<file path="config.mk">
export PLATFORM = sky130hd
export DESIGN_NAME = trap_ctrl
export DESIGN_NICKNAME = d
export VERILOG_FILES = /design/src/rtl/trap_ctrl.sv
export SDC_FILE = /design/constraint.sdc
export NUM_CORES = 1
export LEC_CHECK = 0
export CAP_MARGIN = 20
export CELL_PAD_IN_SITES_DETAIL_PLACEMENT = 0
export CELL_PAD_IN_SITES_GLOBAL_PLACEMENT = 2
export CORE_UTILIZATION = 22
export DETAILED_ROUTE_END_ITERATION = 12
export PLACE_DENSITY_LB_ADDON = 0.1
export SLEW_MARGIN = 30
export SYNTH_ARGS = -nofsm -noshare
export SYNTH_HDL_FRONTEND = slang
export SYNTH_SLANG_ARGS = --single-unit
</file>
<file path="constraint.sdc">
create_clock -name clock -period 4.8 [get_ports clock]
set_clock_uncertainty 0.05 [all_clocks]
set_input_delay 0.96 -clock clock [delete_from_list [all_inputs] [get_ports clock]]
set_output_delay 0.96 -clock clock [all_outputs]
set_load 0.05 [all_outputs]
</file>
<file path="src/rtl/trap_ctrl.sv">
// rtl/trap_ctrl.sv - machine-mode trap sequencer: exception/interrupt/MRET arbitration, redirect, flush and drain.
// Optional trap counter enabled by the TRAP_COUNT_EN macro.
module trap_ctrl #(
  parameter int DRAIN_CYCLES = 2,
  parameter int CNT_W        = 32
) (
  input  logic             clock,
  input  logic             reset,
  input  logic             exc_valid,
  input  logic [31:0]      exc_pc,
  input  logic [4:0]       exc_cause,
  input  logic             irq_pending,
  input  logic             irq_enable,
  input  logic             mret_valid,
  input  logic [31:0]      mtvec,
  input  logic [31:0]      mepc_cur,
  output logic             req_ready,
  output logic             exception_asserted,
  output logic [31:0]      exception_mepc,
  output logic [31:0]      exception_mcause,
  output logic             redirect_valid,
  output logic [31:0]      redirect_pc,
  output logic             flush,
  output logic             stall,
  output logic [CNT_W-1:0] trap_count
);

  typedef enum logic [1:0] {IDLE, COMMIT, REDIRECT, DRAIN} state_e;

  localparam int DW = (DRAIN_CYCLES > 1) ? $clog2(DRAIN_CYCLES) : 1;
  localparam logic [DW-1:0] DRAIN_LOAD = DW'((DRAIN_CYCLES > 0) ? DRAIN_CYCLES - 1 : 0);
  localparam logic [31:0] IRQ_MCAUSE = 32'h8000_000B;
  localparam logic [31:0] IRQ_VEC_OFS = 32'd44;

  state_e        state_q, state_d;
  logic          is_irq_q, is_irq_d;
  logic [DW-1:0] drain_cnt_q, drain_cnt_d;
  logic          req_ready_q, req_ready_d;
  logic          exc_asserted_q, exc_asserted_d;
  logic [31:0]   mepc_q, mepc_d;
  logic [31:0]   mcause_q, mcause_d;
  logic          redir_valid_q, redir_valid_d;
  logic [31:0]   redir_pc_q, redir_pc_d;
  logic          stall_q, stall_d;

  always_comb begin
    state_d        = state_q;
    is_irq_d       = is_irq_q;
    drain_cnt_d    = drain_cnt_q;
    exc_asserted_d = 1'b0;
    redir_valid_d  = 1'b0;
    mepc_d         = mepc_q;
    mcause_d       = mcause_q;
    redir_pc_d     = redir_pc_q;
    case (state_q)
      IDLE: begin
        if (exc_valid) begin
          state_d        = COMMIT;
          is_irq_d       = 1'b0;
          exc_asserted_d = 1'b1;
          mepc_d         = {exc_pc[31:2], 2'b00};
          mcause_d       = {27'b0, exc_cause};
        end else if (irq_pending && irq_enable) begin
          // exc_pc carries the next-PC while no exception is being reported
          state_d        = COMMIT;
          is_irq_d       = 1'b1;
          exc_asserted_d = 1'b1;
          mepc_d         = {exc_pc[31:2], 2'b00};
          mcause_d       = IRQ_MCAUSE;
        end else if (mret_valid) begin
          state_d       = REDIRECT;
          is_irq_d      = 1'b0;
          redir_valid_d = 1'b1;
          redir_pc_d    = {mepc_cur[31:2], 2'b00};
        end
      end
      COMMIT: begin
        // mtvec sampled here so a CSR write racing the trap request is honoured
        state_d       = REDIRECT;
        redir_valid_d = 1'b1;
        redir_pc_d    = {mtvec[31:2], 2'b00};
        if (is_irq_q && (mtvec[1:0] == 2'b01)) begin
          redir_pc_d = {mtvec[31:2], 2'b00} + IRQ_VEC_OFS;
        end
      end
      REDIRECT: begin
        if (DRAIN_CYCLES == 0) begin
          state_d = IDLE;
        end else begin
          state_d     = DRAIN;
          drain_cnt_d = DRAIN_LOAD;
        end
      end
      DRAIN: begin
        if (drain_cnt_q == '0) begin
          state_d = IDLE;
        end else begin
          drain_cnt_d = drain_cnt_q - DW'(1);
        end
      end
      default: state_d = IDLE;
    endcase
    stall_d     = (state_d != IDLE);
    req_ready_d = (state_d == IDLE);
  end

  always_ff @(posedge clock or posedge reset) begin
    if (reset) begin
      state_q        <= IDLE;
      is_irq_q       <= 1'b0;
      drain_cnt_q    <= '0;
      req_ready_q    <= 1'b1;
      exc_asserted_q <= 1'b0;
      mepc_q         <= '0;
      mcause_q       <= '0;
      redir_valid_q  <= 1'b0;
      redir_pc_q     <= '0;
      stall_q        <= 1'b0;
    end else begin
      state_q        <= state_d;
      is_irq_q       <= is_irq_d;
      drain_cnt_q    <= drain_cnt_d;
      req_ready_q    <= req_ready_d;
      exc_asserted_q <= exc_asserted_d;
      mepc_q         <= mepc_d;
      mcause_q       <= mcause_d;
      redir_valid_q  <= redir_valid_d;
      redir_pc_q     <= redir_pc_d;
      stall_q        <= stall_d;
    end
  end

  assign req_ready          = req_ready_q;
  assign exception_asserted = exc_asserted_q;
  assign exception_mepc     = mepc_q;
  assign exception_mcause   = mcause_q;
  assign redirect_valid     = redir_valid_q;
  assign flush              = redir_valid_q;
  assign redirect_pc        = redir_pc_q;
  assign stall              = stall_q;

`ifdef TRAP_COUNT_EN
  logic [CNT_W-1:0] trap_count_q, trap_count_d;

  always_comb begin
    trap_count_d = trap_count_q + CNT_W'(exc_asserted_q);
  end

  always_ff @(posedge clock or posedge reset) begin
    if (reset) begin
      trap_count_q <= '0;
    end else begin
      trap_count_q <= trap_count_d;
    end
  end

  assign trap_count = trap_count_q;
`else
  assign trap_count = '0;
`endif

endmodule

</file>
# [Word level (Yosys, flattened, before mapping)]
# Cells that the tools add are included.
[totals] regBits=104 input_bits=107 out_inout_bits=133 wordCells=57
[classes] add_sub_neg=2 n_eq_ne=7 n_mux=26 n_reduce_logical=12
[ops] cell="two-way mux 32 bit" n=8
[ops] cell="case mux 32 bit (2 select lines)" n=1
[ops] cell="adder 32 x 6 -> 32 bit (second input constant)" n=1
[ops] cell="two-way mux 1 bit" n=10
[ops] cell="two-way mux 2 bit" n=4
[ops] cell="case mux 2 bit (4 select lines)" n=1
[ops] cell="nonzero test 2 bit" n=4
[ops] cell="!= test 2 bit (second input constant)" n=3
[ops] cell="== test 2 x 1 -> 1 bit (second input constant)" n=2
[ops] cell="== test 2 bit (second input constant)" n=2
[ops] cell="logical NOT 2 bit" n=2
[ops] cell="case mux 1 bit (2 select lines)" n=2
[ops] cell="AND reduction 2 bit" n=2
[ops] cell="AND reduction 4 bit" n=1
[ops] cell="nonzero test 3 bit" n=1
[ops] cell="logical AND 1 bit" n=2
[ops] cell="subtractor 1 bit (second input constant)" n=1

# [Depth between registers and ports, before layout]
[logic_depth] word_depth=5 ltp_mapped=8 ltp_nobuf=7

# [Least setup slack after synthesis]
# No wires, ideal clock.
[synth_timing] path_type="input-to-reg" startpoint="input port mtvec[2]" endpoint="register redir_pc_q[16] (netlist: redirect_pc[16])" setup_ps=94 t_arrival_ps=2248 required_time_ps=4656 path_slack_ps=2408 path_stages=7 path_buffers=0 path_cell_list="inv_1 ha_1 and2b_1 o2111a_1 nand4_1 xor2_1 a211oi_1"
[synth_between] elab_chain_len=3
[synth_rtl] item="start, declared" line="15" rtl="input logic [31:0] mtvec,"
[synth_rtl] item="adder 32 x 6 -> 32 bit" line="83" rtl="redir_pc_d = {mtvec[31:2], 2'b00} + IRQ_VEC_OFS;"
[synth_rtl] item="two-way mux 32 bit" line="82" rtl="if (is_irq_q && (mtvec[1:0] == 2'b01)) begin"
[synth_rtl] item="case mux 32 bit (2 select lines)" line="55" rtl="case (state_q)"
[synth_rtl] item="end signal, assigned" line="128" rtl="redir_pc_q <= redir_pc_d;"
[synth_rtl] item="end, declared" line="43" rtl="logic [31:0] redir_pc_q, redir_pc_d;"
# Every way passes these cells.
# A chain may end at the register's enable or synchronous reset.

# [Final worst setup path]
[layout_timing] startpoint="input port exc_valid" endpoint="register redir_pc_q[17] (netlist: redirect_pc[17])"
[layout_between] elab_chain_len=2
[layout_rtl] item="start, declared" line="9" rtl="input logic exc_valid,"
[layout_rtl] item="!= test 2 bit (no line)"
[layout_rtl] item="AND reduction 4 bit (no line)"
# Every way passes these cells.

==> metrics.txt <==
# TYPE chip_impl_metric gauge
chip_impl_metric{name="final.setup.tns",unit="ns"} 0
chip_impl_info{name="critPathCaptureType",value="register"} 1
chip_impl_info{name="timing_worst_setup_path_type",value="primary input to register"} 1
chip_impl_metric{name="wire_length_of_the_first_global_routing_pass",unit="um"} 20490
chip_impl_metric{name="biggest_fanout_along_the_worst_timing_path",unit=""} 38
chip_impl_metric{name="crit_required",unit="ns"} 5.01
chip_impl_metric{name="postSynthAreaPerCell",unit="um2"} 8.889
chip_impl_metric{name="final_net_count",unit=""} 742
chip_impl_metric{name="tightestPinTransition",unit="ns"} 0.7502
chip_impl_metric{name="io-pin-count",unit=""} 240
chip_impl_metric{name="clock_sink_count",unit=""} 74
chip_impl_metric{name="cellPowerDensity",unit="nW/um2"} 693.3
chip_impl_metric{name="holdWs",unit="ns"} 0.4206
chip_impl_metric{name="clk-insertion-delay-late",unit="ns"} 0.34
chip_impl_metric{name="synthesis.instances",unit=""} 471
chip_impl_metric{name="fin_total_pwr",unit="uW"} 4276
chip_impl_metric{name="async_reset_ff_share",unit="%"} 100.0
chip_impl_metric{name="postRouteAntennaNets",unit=""} 0
chip_impl_info{name="mostFrequentLayoutCell",value="sky130_fd_sc_hd__clkdlybuf4s50_1"} 1
chip_impl_metric{name="grt_start_max_net_pins",unit=""} 50
chip_impl_info{name="grt_setup_unrepaired",value="false"} 1
chip_impl_metric{name="layout_min_cycle_time",unit="ns"} 3.186
chip_impl_metric{name="place.gp.congestion",unit=""} 0.7696
chip_impl_metric{name="timing.final.hold_violations",unit=""} 0
chip_impl_metric{name="post-cts-setup-buffers",unit=""} 0
chip_impl_metric{name="final_max_slew_viol_count",unit=""} 0
chip_impl_metric{name="routed_via_density",unit=""} 4.173
chip_impl_metric{name="timing.final.setup_violations",unit=""} 0
chip_impl_metric{name="worst_ir_drop_vdd",unit="uV"} 217.8
chip_impl_metric{name="groute.usage.overall",unit="%"} 13.74
chip_impl_metric{name="postLayoutCoreUtil",unit="%"} 32.97
chip_impl_metric{name="hold-path-cell-count",unit=""} 2
chip_impl_info{name="outcome",value="finished, final reports clean"} 1
chip_impl_metric{name="vert_die_dim",unit="um"} 139.9
chip_impl_metric{name="post_cts.resized_instances",unit=""} 0
chip_impl_metric{name="cp.arrival",unit="ns"} 3.40
chip_impl_metric{name="met3WireLength",unit="um"} 848
chip_impl_metric{name="drive_gt1_share",unit="%"} 6.103
chip_impl_metric{name="route.detailed.drc",unit=""} 0
chip_impl_metric{name="p_leak",unit="uW"} 0.002632
chip_impl_metric{name="regToRegSetupSlack",unit="ns"} 2.47
chip_impl_metric{name="design.die.area",unit="um2"} 19580
chip_impl_metric{name="holdBufCountCts",unit=""} 0
chip_impl_metric{name="wire_per_inst",unit="um"} 15.24
chip_impl_metric{name="syn_area",unit="um2"} 4187
chip_impl_metric{name="postRouteWirelength",unit="um"} 13310
chip_impl_info{name="startpoint_of_the_most_critical_hold_path",value="exception_mepc[20]$_DFFE_PP0P_"} 1
chip_impl_metric{name="initialDrtViolationCount",unit=""} 114
chip_impl_metric{name="floorplan.initialDensity",unit="%"} 22.38
chip_impl_info{name="timing.critical_path.from_type",value="primary input"} 1
chip_impl_metric{name="layout_worst_path_cycle_share",unit="%"} 66.38
chip_impl_metric{name="largest_stage_delay_on_the_critical_path",unit="ns"} 0.51
chip_impl_metric{name="timing.fmax",unit="MHz"} 313.9
chip_impl_metric{name="synth_edf_count",unit=""} 0
chip_impl_metric{name="multiInputGateArea",unit="um2"} 1913
chip_impl_metric{name="drt_pass1_iterations",unit=""} 4
chip_impl_metric{name="port_buffers",unit=""} 173
chip_impl_metric{name="chipWidth",unit="um"} 139.9
chip_impl_metric{name="ctsLongestPathBuffers",unit=""} 2
chip_impl_info{name="clock_tree.root_cell",value="sky130_fd_sc_hd__clkbuf_16"} 1
chip_impl_metric{name="slew_headroom",unit="%"} 49.80
chip_impl_metric{name="core_region_area",unit="um2"} 18710
chip_impl_metric{name="globalRoute.totalOverflow",unit=""} 0
chip_impl_metric{name="rr_worst_depth",unit=""} 6
chip_impl_info{name="commonest_cells_after_routing_fill_and_taps_aside",value="sky130_fd_sc_hd__clkdlybuf4s50_1 (173), sky130_fd_sc_hd__nand2_1 (115), sky130_fd_sc_hd__dfrtp_1 (73), sky130_fd_sc_hd__conb_1 (62), sky130_fd_sc_hd__nor2_1 (22)"} 1
chip_impl_info{name="timing.critical_path.slowest_stage_cell",value="sky130_fd_sc_hd__clkdlybuf4s50_1"} 1
chip_impl_metric{name="num-fill-cells",unit=""} 1949
chip_impl_metric{name="flow.area_growth_from_synthesis",unit="%"} 47.31
chip_impl_info{name="path_cells",value="clkdlybuf4s50_1, a21oi_1, and2_1, o21ai_2, buf_4, inv_1, o21ai_0, o21ai_0"} 1
chip_impl_metric{name="detailedPlacementHpwl",unit="um"} 9710
chip_impl_metric{name="yosysWarningCount",unit=""} 0
chip_impl_info{name="regToRegEndpoint",value="req_ready$_DFF_PP1_"} 1
chip_impl_metric{name="wirelength_met1",unit="um"} 6187
chip_impl_info{name="hold_class",value="register to register"} 1
chip_impl_metric{name="final_cells",unit=""} 873
chip_impl_metric{name="netlist-cell-type-count",unit=""} 50
chip_impl_metric{name="sequential_cell_area",unit="um2"} 1853
chip_impl_metric{name="routed-wl-met2",unit="um"} 6106
chip_impl_metric{name="placementRows",unit=""} 50
chip_impl_metric{name="post_synthesis_sequential_element_count",unit=""} 74
chip_impl_metric{name="antenna_found_initial",unit=""} 0
chip_impl_info{name="hold_end",value="exception_mepc[20]$_DFFE_PP0P_"} 1
chip_impl_metric{name="antenna-diode-count",unit=""} 0
chip_impl_metric{name="cts_max_level",unit=""} 3
chip_impl_info{name="ys.flop_type",value="sky130_fd_sc_hd__dfrtp_1"} 1
chip_impl_metric{name="first_global_vias",unit=""} 3509
chip_impl_metric{name="placedCellCount",unit=""} 857
chip_impl_metric{name="max_cap_violation_count",unit=""} 0
chip_impl_metric{name="cts_inserted_buffers",unit=""} 9
chip_impl_info{name="worst_path_most_repeated_cell",value="sky130_fd_sc_hd__o21ai_0"} 1
chip_impl_info{name="highest-signal-layer",value="met4"} 1
chip_impl_metric{name="clk_transition_reported_paths",unit="ns"} 0.06
chip_impl_info{name="regToRegStartpoint",value="state_q[0]$_DFF_PP0_"} 1
chip_impl_metric{name="detailroute.via_count",unit=""} 3643
chip_impl_metric{name="synth-seq-area-share",unit="%"} 44.26
chip_impl_info{name="tritoncts",value="done"} 1
## metrics by stage
step                      cell area, um2  setup slack [ns]
final                               6167             1.614
after global routing                6167             1.343
after CTS                           6166             1.563
after detailed placement            5871             1.191
after global placement              5871             1.212
after floorplan                     4415             1.910
## registers in the layout, indices dropped and copies added (netlist names)
signal	cells
drain_cnt_q	1
stall	1
state_q	2
exception_asserted	1
exception_mepc	30
req_ready	1
exception_mcause	6
is_irq_q	1
redirect_pc	30
flush	1
## worst max-delay path: cells and delay by family
| family | cells | cell delay [ns] |
|---|---|---|
| simple gates | 1 | 0.37 |
| buf+inv | 3 | 1.27 |
| compound gates | 4 | 0.78 |
## layout make-up
| type | instances | area share, % |
|---|---|---|
| repair buffers | 179 | 28.81 |
| multi-input cells | 361 | 31.02 |
| clock inverters | 6 | 1.075 |
| inverters | 9 | 0.5884 |
| flip-flops and latches | 74 | 30.05 |
| well taps | 234 | 4.747 |
| clock buffers | 10 | 3.713 |
## metal layers
layer	vias up	global-route usage (%)
li1	1793	-
met1	1694	18.13
met2	145	21.66
met3	11	3.419
met4	0	5.090
met5	-	0
## cells by family (layout without fill, tap and decap cells)
group / count (synthesis) / count (layout) / synth area share (%)
DFF: 74 / 74 / 44.26
and+or+nand+nor: 193 / 193 / 20.89
other: 1 / 62 / 0.08957
AOI/OAI and AO/OA: 80 / 80 / 13.63
adders and majority gates: 1 / 1 / 0.2988
xor gates and xnor gates: 25 / 25 / 5.230
buffers and inverters: 97 / 204 / 15.60
## worst max path at each step
stage | from | cells after the start | slack, ns | end
2_1_floorplan | reset | 1 | 1.91 | drain_cnt_q$_DFFE_PP0P_
3_3_place_gp | exc_valid | 8 | 1.21 | redirect_pc[14]$_DFFE_PP0P_
3_5_place_dp | exc_valid | 8 | 1.19 | redirect_pc[14]$_DFFE_PP0P_
4_1_cts | exc_valid | 8 | 1.56 | redirect_pc[17]$_DFFE_PP0P_
5_1_grt | exc_valid | 8 | 1.34 | redirect_pc[17]$_DFFE_PP0P_
6_report | exc_valid | 8 | 1.61 | redirect_pc[17]$_DFFE_PP0P_
## Yosys cell counts (2+ instances only)
master,number,area share [%]
sky130_fd_sc_hd__and3_2,5,0.90
sky130_fd_sc_hd__a32oi_1,5,1.0
sky130_fd_sc_hd__buf_2,6,0.72
sky130_fd_sc_hd__o2111ai_1,2,0.42
sky130_fd_sc_hd__and2_1,2,0.30
sky130_fd_sc_hd__nor2b_1,2,0.30
sky130_fd_sc_hd__o21ai_0,22,2.6
sky130_fd_sc_hd__clkbuf_1,12,1.1
sky130_fd_sc_hd__o22a_1,3,0.63
sky130_fd_sc_hd__and3_1,3,0.45
sky130_fd_sc_hd__nor4_2,2,0.60
sky130_fd_sc_hd__o2111a_1,2,0.54
sky130_fd_sc_hd__a211oi_1,12,2.2
sky130_fd_sc_hd__a32o_1,2,0.48
sky130_fd_sc_hd__buf_4,64,11
sky130_fd_sc_hd__xnor2_1,11,2.3
sky130_fd_sc_hd__o2111ai_4,2,1.3
sky130_fd_sc_hd__nand3_1,12,1.4
sky130_fd_sc_hd__inv_1,8,0.72
sky130_fd_sc_hd__nor2_1,22,2.0
sky130_fd_sc_hd__dfrtp_1,73,44
sky130_fd_sc_hd__xor2_1,14,2.9
sky130_fd_sc_hd__o211ai_1,3,0.54
sky130_fd_sc_hd__buf_6,5,1.3
sky130_fd_sc_hd__o22ai_1,6,0.90
sky130_fd_sc_hd__or3_1,2,0.30
sky130_fd_sc_hd__a21oi_1,13,1.6
sky130_fd_sc_hd__nand2_1,115,10
sky130_fd_sc_hd__nor3_1,16,1.9
sky130_fd_sc_hd__a21o_1,2,0.36
sky130_fd_sc_hd__nand4_1,4,0.60
## report_power, final
group | total, uW | switching (uW) | leakage [uW] | internal (uW)
combinational | 2500 | 1720 | 0.00160 | 778
sequential | 1090 | 160 | 0.000894 | 930
clock | 687 | 284 | 0.000135 | 404
(Power assumes the default switching activity.)
